==> src/rtl/mem_access_ctrl.sv <==
// mem_access_ctrl: single-outstanding load/store controller between the
// pipeline and a simple req/ready memory port. Byte/halfword/word accesses,
// misalignment rejection, right-justified load data.
// Optional feature: define MEM_TIMEOUT_EN to enable the REQ-state timeout
// counter and Bus_err reporting (TIMEOUT_CYCLES sets the limit).
module mem_access_ctrl #(
  parameter int TIMEOUT_CYCLES = 255
) (
  input  logic        clk,
  input  logic        rst_n,
  input  logic        Do_load,
  input  logic        Do_store,
  input  logic        Do_Byte,
  input  logic        Do_Half,
  input  logic [31:0] Addr,
  input  logic [31:0] Wdata,
  output logic        Stall,
  output logic [31:0] Rdata_out,
  output logic        Done,
  output logic        Misalign,
  output logic        Bus_err,
  output logic        mem_req,
  output logic        mem_we,
  output logic [3:0]  mem_be,
  output logic [31:0] mem_addr,
  output logic [31:0] mem_wdata,
  input  logic [31:0] mem_rdata,
  input  logic        mem_ready
);

  // Reject nonsensical timeout limits at elaboration time.
  if (TIMEOUT_CYCLES < 1 || TIMEOUT_CYCLES > 255) begin : g_bad_timeout
    $error("mem_access_ctrl: TIMEOUT_CYCLES must be within 1..255");
  end

  typedef enum logic [1:0] {
    IDLE = 2'd0,
    REQ  = 2'd1,
    DONE = 2'd2
  } state_e;

  state_e      state_q, state_d;
  logic        mem_req_q, mem_req_d;
  logic        mem_we_q, mem_we_d;
  logic [3:0]  mem_be_q, mem_be_d;
  logic [31:0] mem_addr_q, mem_addr_d;
  logic [31:0] mem_wdata_q, mem_wdata_d;
  logic [31:0] rdata_q, rdata_d;
  logic        misalign_q, misalign_d;
  logic [1:0]  lo_q, lo_d;          // Addr[1:0] of the access in flight
  logic        byte_q, byte_d;
  logic        half_q, half_d;
  logic        stall_c;
  logic        done_c;
`ifdef MEM_TIMEOUT_EN
  localparam logic [7:0] TIMEOUT_LAST = 8'(TIMEOUT_CYCLES - 1);
  logic [7:0]  cnt_q, cnt_d;
  logic        bus_err_q, bus_err_d;
`endif

  logic        op;
  logic        misaligned;
  logic [3:0]  be_calc;
  logic [4:0]  rshift;

  // Decode the pipeline request: alignment check and lane enables.
  always_comb begin
    op         = Do_load | Do_store;
    misaligned = 1'b0;
    be_calc    = 4'b1111;
    if (Do_Byte) begin
      be_calc = 4'b0001 << Addr[1:0];
    end else if (Do_Half) begin
      misaligned = Addr[0];
      be_calc    = Addr[1] ? 4'b1100 : 4'b0011;
    end else begin
      misaligned = |Addr[1:0];
    end
  end

  // Right-justify shift for the captured load data, from the latched size/offset.
  always_comb begin
    rshift = 5'd0;
    if (byte_q)      rshift = {lo_q, 3'b000};
    else if (half_q) rshift = {lo_q[1], 4'b0000};
  end

  // Next-state and output logic; unused encodings behave exactly like IDLE.
  always_comb begin
    state_d     = state_q;
    mem_req_d   = mem_req_q;
    mem_we_d    = mem_we_q;
    mem_be_d    = mem_be_q;
    mem_addr_d  = mem_addr_q;
    mem_wdata_d = mem_wdata_q;
    rdata_d     = rdata_q;
    lo_d        = lo_q;
    byte_d      = byte_q;
    half_d      = half_q;
    misalign_d  = 1'b0;
    stall_c     = 1'b0;
    done_c      = 1'b0;
`ifdef MEM_TIMEOUT_EN
    cnt_d       = cnt_q;
    bus_err_d   = 1'b0;
`endif
    case (state_q)
      REQ: begin
        stall_c = 1'b1;
        if (mem_ready) begin
          mem_req_d = 1'b0;
          state_d   = DONE;
          if (!mem_we_q) rdata_d = mem_rdata >> rshift;
`ifdef MEM_TIMEOUT_EN
        end else if (cnt_q == TIMEOUT_LAST) begin
          mem_req_d = 1'b0;
          bus_err_d = 1'b1;
          state_d   = DONE;
          if (!mem_we_q) rdata_d = 32'd0;
        end else begin
          cnt_d = cnt_q + 8'd1;
`endif
        end
      end
      DONE: begin
        done_c  = 1'b1;
        state_d = IDLE;
      end
      default: begin
        state_d = IDLE;
        if (op) begin
          if (misaligned) begin
            misalign_d = 1'b1;
          end else begin
            stall_c     = 1'b1;
            mem_req_d   = 1'b1;
            mem_we_d    = ~Do_load;   // load wins when both are requested
            mem_be_d    = be_calc;
            mem_addr_d  = {Addr[31:2], 2'b00};
            mem_wdata_d = Wdata;
            lo_d        = Addr[1:0];
            byte_d      = Do_Byte;
            half_d      = Do_Half & ~Do_Byte;
            state_d     = REQ;
`ifdef MEM_TIMEOUT_EN
            cnt_d       = 8'd0;
`endif
          end
        end
      end
    endcase
  end

  // State and datapath registers with asynchronous active-low clear.
  always_ff @(posedge clk or negedge rst_n) begin
    if (!rst_n) begin
      state_q     <= IDLE;
      mem_req_q   <= 1'b0;
      mem_we_q    <= 1'b0;
      mem_be_q    <= 4'b0000;
      mem_addr_q  <= 32'd0;
      mem_wdata_q <= 32'd0;
      rdata_q     <= 32'd0;
      misalign_q  <= 1'b0;
      lo_q        <= 2'd0;
      byte_q      <= 1'b0;
      half_q      <= 1'b0;
`ifdef MEM_TIMEOUT_EN
      cnt_q       <= 8'd0;
      bus_err_q   <= 1'b0;
`endif
    end else begin
      state_q     <= state_d;
      mem_req_q   <= mem_req_d;
      mem_we_q    <= mem_we_d;
      mem_be_q    <= mem_be_d;
      mem_addr_q  <= mem_addr_d;
      mem_wdata_q <= mem_wdata_d;
      rdata_q     <= rdata_d;
      misalign_q  <= misalign_d;
      lo_q        <= lo_d;
      byte_q      <= byte_d;
      half_q      <= half_d;
`ifdef MEM_TIMEOUT_EN
      cnt_q       <= cnt_d;
      bus_err_q   <= bus_err_d;
`endif
    end
  end

  // Stall is combinational but forced low while reset is asserted.
  assign Stall     = stall_c & rst_n;
  assign Done      = done_c;
  assign Misalign  = misalign_q;
  assign Rdata_out = rdata_q;
  assign mem_req   = mem_req_q;
  assign mem_we    = mem_we_q;
  assign mem_be    = mem_be_q;
  assign mem_addr  = mem_addr_q;
  assign mem_wdata = mem_wdata_q;
`ifdef MEM_TIMEOUT_EN
  assign Bus_err   = bus_err_q;
`else
  assign Bus_err   = 1'b0;
`endif

endmodule

==> config.mk <==
export PLATFORM = sky130hd
export DESIGN_NAME = mem_access_ctrl
export DESIGN_NICKNAME = d
export VERILOG_FILES = /design/src/rtl/mem_access_ctrl.sv
export SDC_FILE = /design/constraint.sdc
export NUM_CORES = 1
export LEC_CHECK = 0
export ABC_CLOCK_PERIOD_IN_PS = 2170
export BUFFER_PORTS_ARGS = -buffer_cell sky130_fd_sc_hd__buf_2
export CORE_AREA = 4 4 125 91
export DETAILED_ROUTE_END_ITERATION = 6
export DIE_AREA = 0 0 129 95
export GPL_TIMING_DRIVEN = 0
export HOLD_SLACK_MARGIN = 0.03
export PLACE_DENSITY = 0.83
export SYNTH_ARGS = -nofsm -noshare
export SYNTH_HDL_FRONTEND = slang
export SYNTH_SLANG_ARGS = --single-unit
export TNS_END_PERCENT = 30
==> constraint.sdc <==
create_clock -name clk -period 2.17 [get_ports clk]
set_input_delay 0.434 -clock clk [delete_from_list [all_inputs] [get_ports clk]]
set_output_delay 0.434 -clock clk [all_outputs]
set_load 0.01 [all_outputs]
==> out/qor.csv <==
metric,value,unit
grt_overflow,0,
cpPeakStageDelay,0.40,ns
root_buffer,clkbuf_16,
synth.avg_cell_area,12.91,um^2
cp_num_cells,7,
period_share,99.01,%
worstRegToRegCells,8,
gp_congestion,0.8458,
nFillCells,826,
multi_input_area,1724,um^2
numCtsBuffers,9,
syn_inst,351,
finalHoldViolCount,0,
cp-endpoint,Stall,
fin_setup_tns,0,ns
antenna_found_initial,0,
vias,3598,
grt_pass1_vias,3634,
grt_start_max_net_pins,67,
dpl-instance-area,5756,um^2
route.detailed.drc,0,
critPathMaxFanout,3,
clock_latency,0.34,ns
initial_core_util,44.59,%
r2r_start,state_q[0]$_DFFE_PN0P_,
max-cap-violations,0,
antenna_left,0,
crit_path_start,state_q[0]$_DFFE_PN0P_,
cp_common_cell,o21a_1,
io_buffer_count,204,
path_buf_inv,3,
grt_usage,18.52,%
hold_ws,0.08986,ns
status,completed,
vdd_ir_drop_max,0.6971,mV
yosys.area.top_type_share,59.08,%
power_density,1505,nW/um^2
finalCriticalPeriod,2.148,ns
dp_hpwl,9.083,mm
wl_per_cell,16.46,um
cp_cell_sequence,inv_2 -> ha_4 -> o21a_1 -> and2_4 -> buf_12 -> o21a_1 -> buf_2,
cts_tree,yes,
clockBufferDepth,2,
synth_enable_flop_cells,0,
required,1.74,ns
synth-main-ff-cell,dfrtp_1,
core,10160,um^2
drv_slew,0,
path_delay_family,flip-flops,
synth_top_area_cell,dfrtp_1,
worst_pin_slew,0.7111,ns
regToRegSetupSlack,0.08,ns
routed_wl,11.69,mm
synthToLayoutAreaGrowth,35.39,%
fmaxAchievable,465.4,MHz
synth.most_common_cell,dfrtp_1,
worst_path_max_delay_cell,dfrtp_1,
ys_seq_area_share,59.08,%
cts_num_sinks,107,
regArea,2678,um^2
placed_cells,690,
syn_area,4532,um^2
p_total,9.236,mW
hp-class,input pin to async pin,
slew_headroom,52.59,%
ys_types,37,
clock_skew,0.009250,ns
pre_cts_slack,-0.1752,ns
cts_hold_buf,0,
clk_pin_slew,0.07,ns
synth_seq_cells,107,
fp-row-count,31,
r2r-end,mem_addr[10]$_DFFE_PN0P_,
antennaDiodeCount,0,
die_y,95,um
die_area,12260,um^2
htreeDepth,3,
grt_first_pass_wirelength,18.16,mm
drt-initial-drc-count,188,
ios,209,
crit_path_start_kind,flop,
final_util,60.38,%
dr.pass1.iters,4,
rsz0062_at_grt,true,
leakagePower,3.155,nW
ys_warn_count,0,
critical_path_class,flop to output port,
fin_area,6136,um^2
nets,678,
fin_cells,710,
worst_setup_path_end_kind,output port,
viasPerCell,5.068,
synth_area_leaders,"dfrtp_1 59%, mux2_2 15%, mux2i_1 5.5%, nand2_1 3.1%, o21ai_0 2.1%",
setup_ws,0.02150,ns
setup_viol,0,
drive_above_1_share,54.50,%
die_width,129,um
synth-async-reset-ratio,100.0,%
synth_commonest_cells,"107 x dfrtp_1, 59 x mux2_2, 38 x nand2_1, 25 x mux2i_1, 19 x o21ai_0",
arrival,1.71,ns
==> power by group <==
part | leakage [nW] | internal [mW] | switching [mW]
Sequential | 1.28 | 3.00 | 0.533
Combinational | 1.74 | 2.08 | 2.09
Clock | 0.135 | 0.818 | 0.722
==> how the worst min path moves through the flow <==
stage | from | slack [ns] | to | depth (start not counted)
after detailed placement | rst_n | 0.46 | mem_wdata[23]$_DFFE_PN0P_ | 1
after global placement | Rdata_out[30]$_DFFE_PN0P_ | 0.46 | Rdata_out[30]$_DFFE_PN0P_ | 2
final | rst_n | 0.09 | mem_wdata[19]$_DFFE_PN0P_ | 1
after CTS | rst_n | 0.1 | mem_wdata[19]$_DFFE_PN0P_ | 1
after floorplan | rst_n | 0.14 | Misalign$_DFF_PN0_ | 0
after global routing | rst_n | 0.13 | mem_wdata[19]$_DFFE_PN0P_ | 1
==> cells in the final DEF, fill, tap and decap left out, types with 2 or more instances in the layout <==
cell        netlist  final
dfrtp_1         107    107
o21a_1           12     12
o22a_1            2      2
inv_6             0      2
clkinvlp_4        0      2
buf_4             3     11
nor2_1            3      3
clkbuf_4          0      4
clkbuf_1          7      5
mux2_2           59     59
nand2_1          38     38
inv_1             6      5
mux2i_1          25     25
a21oi_1           5      5
o221ai_1          8      7
conb_1            1      3
o31ai_1           2      2
nand3_1           9      9
buf_2            10    208
clkbuf_16         0      9
mux2_4            5      5
o21ai_0          19     19
nor2b_1           2      2
a31oi_1           8      8
==> worst register-to-register path, delay by kind of cell (launching register included) <==
family,cells,cell delay (ns)
AOI/OAI and AO/OA,1,0.15
buffers and inverters,4,0.65
adders and majority gates,1,0.26
DFF,1,0.37
and+or+nand+nor,1,0.17
muxes,1,0.36
==> sequential cells by signal, summed over array words and instances (netlist names) <==
signal,count
Rdata_out,32
mem_addr,30
mem_we,1
mem_wdata,32
state_q,2
byte_q,1
half_q,1
mem_req,1
Misalign,1
mem_be,4
lo_q,2
==> per-layer routing <==
| metal | wire, um | GRT usage, % |
|---|---|---|
| met1 | 5017 | 24.75 |
| met3 | 831 | 4.692 |
| met5 | 0 | 0 |
| met2 | 5793 | 31.25 |
| met4 | 46 | 2.972 |
==> timing repair <==
action	CTS	global route
setup buffers	4	2
gates resized for setup	4	10
gates cloned	1	0
endpoints found under the setup margin	1	72
pin swaps	2	1
==> final cells by class <==
| class | instances | share of cell area (%) |
|---|---|---|
| tap | 132 | 2.692 |
| sequential | 107 | 43.64 |
| clock inverter | 6 | 0.7545 |
| multi-input combinational | 216 | 28.10 |
| buffer | 21 | 2.161 |
| timing repair buffer | 212 | 18.39 |
| clock buffer | 10 | 3.895 |
| inverter | 6 | 0.3670 |
==> cells by family (layout without fill, tap and decap cells) <==
group                    count (synthesis)  in the layout  synth area share [%]
other                                    1              3               0.08275
flip-flops                             107            107                 59.08
adder cells (fa/ha/maj)                  2              2                0.5521
XOR/XNOR                                 1              1                0.1933
buffers and inverters                   30            255                 3.506
AND/OR/NAND/NOR                         59             59                 5.771
multiplexers                            89             89                 21.84
AO/OA/AOI/OAI                           62             62                 8.973
Note: power is estimated with default switching activity, not from simulation.
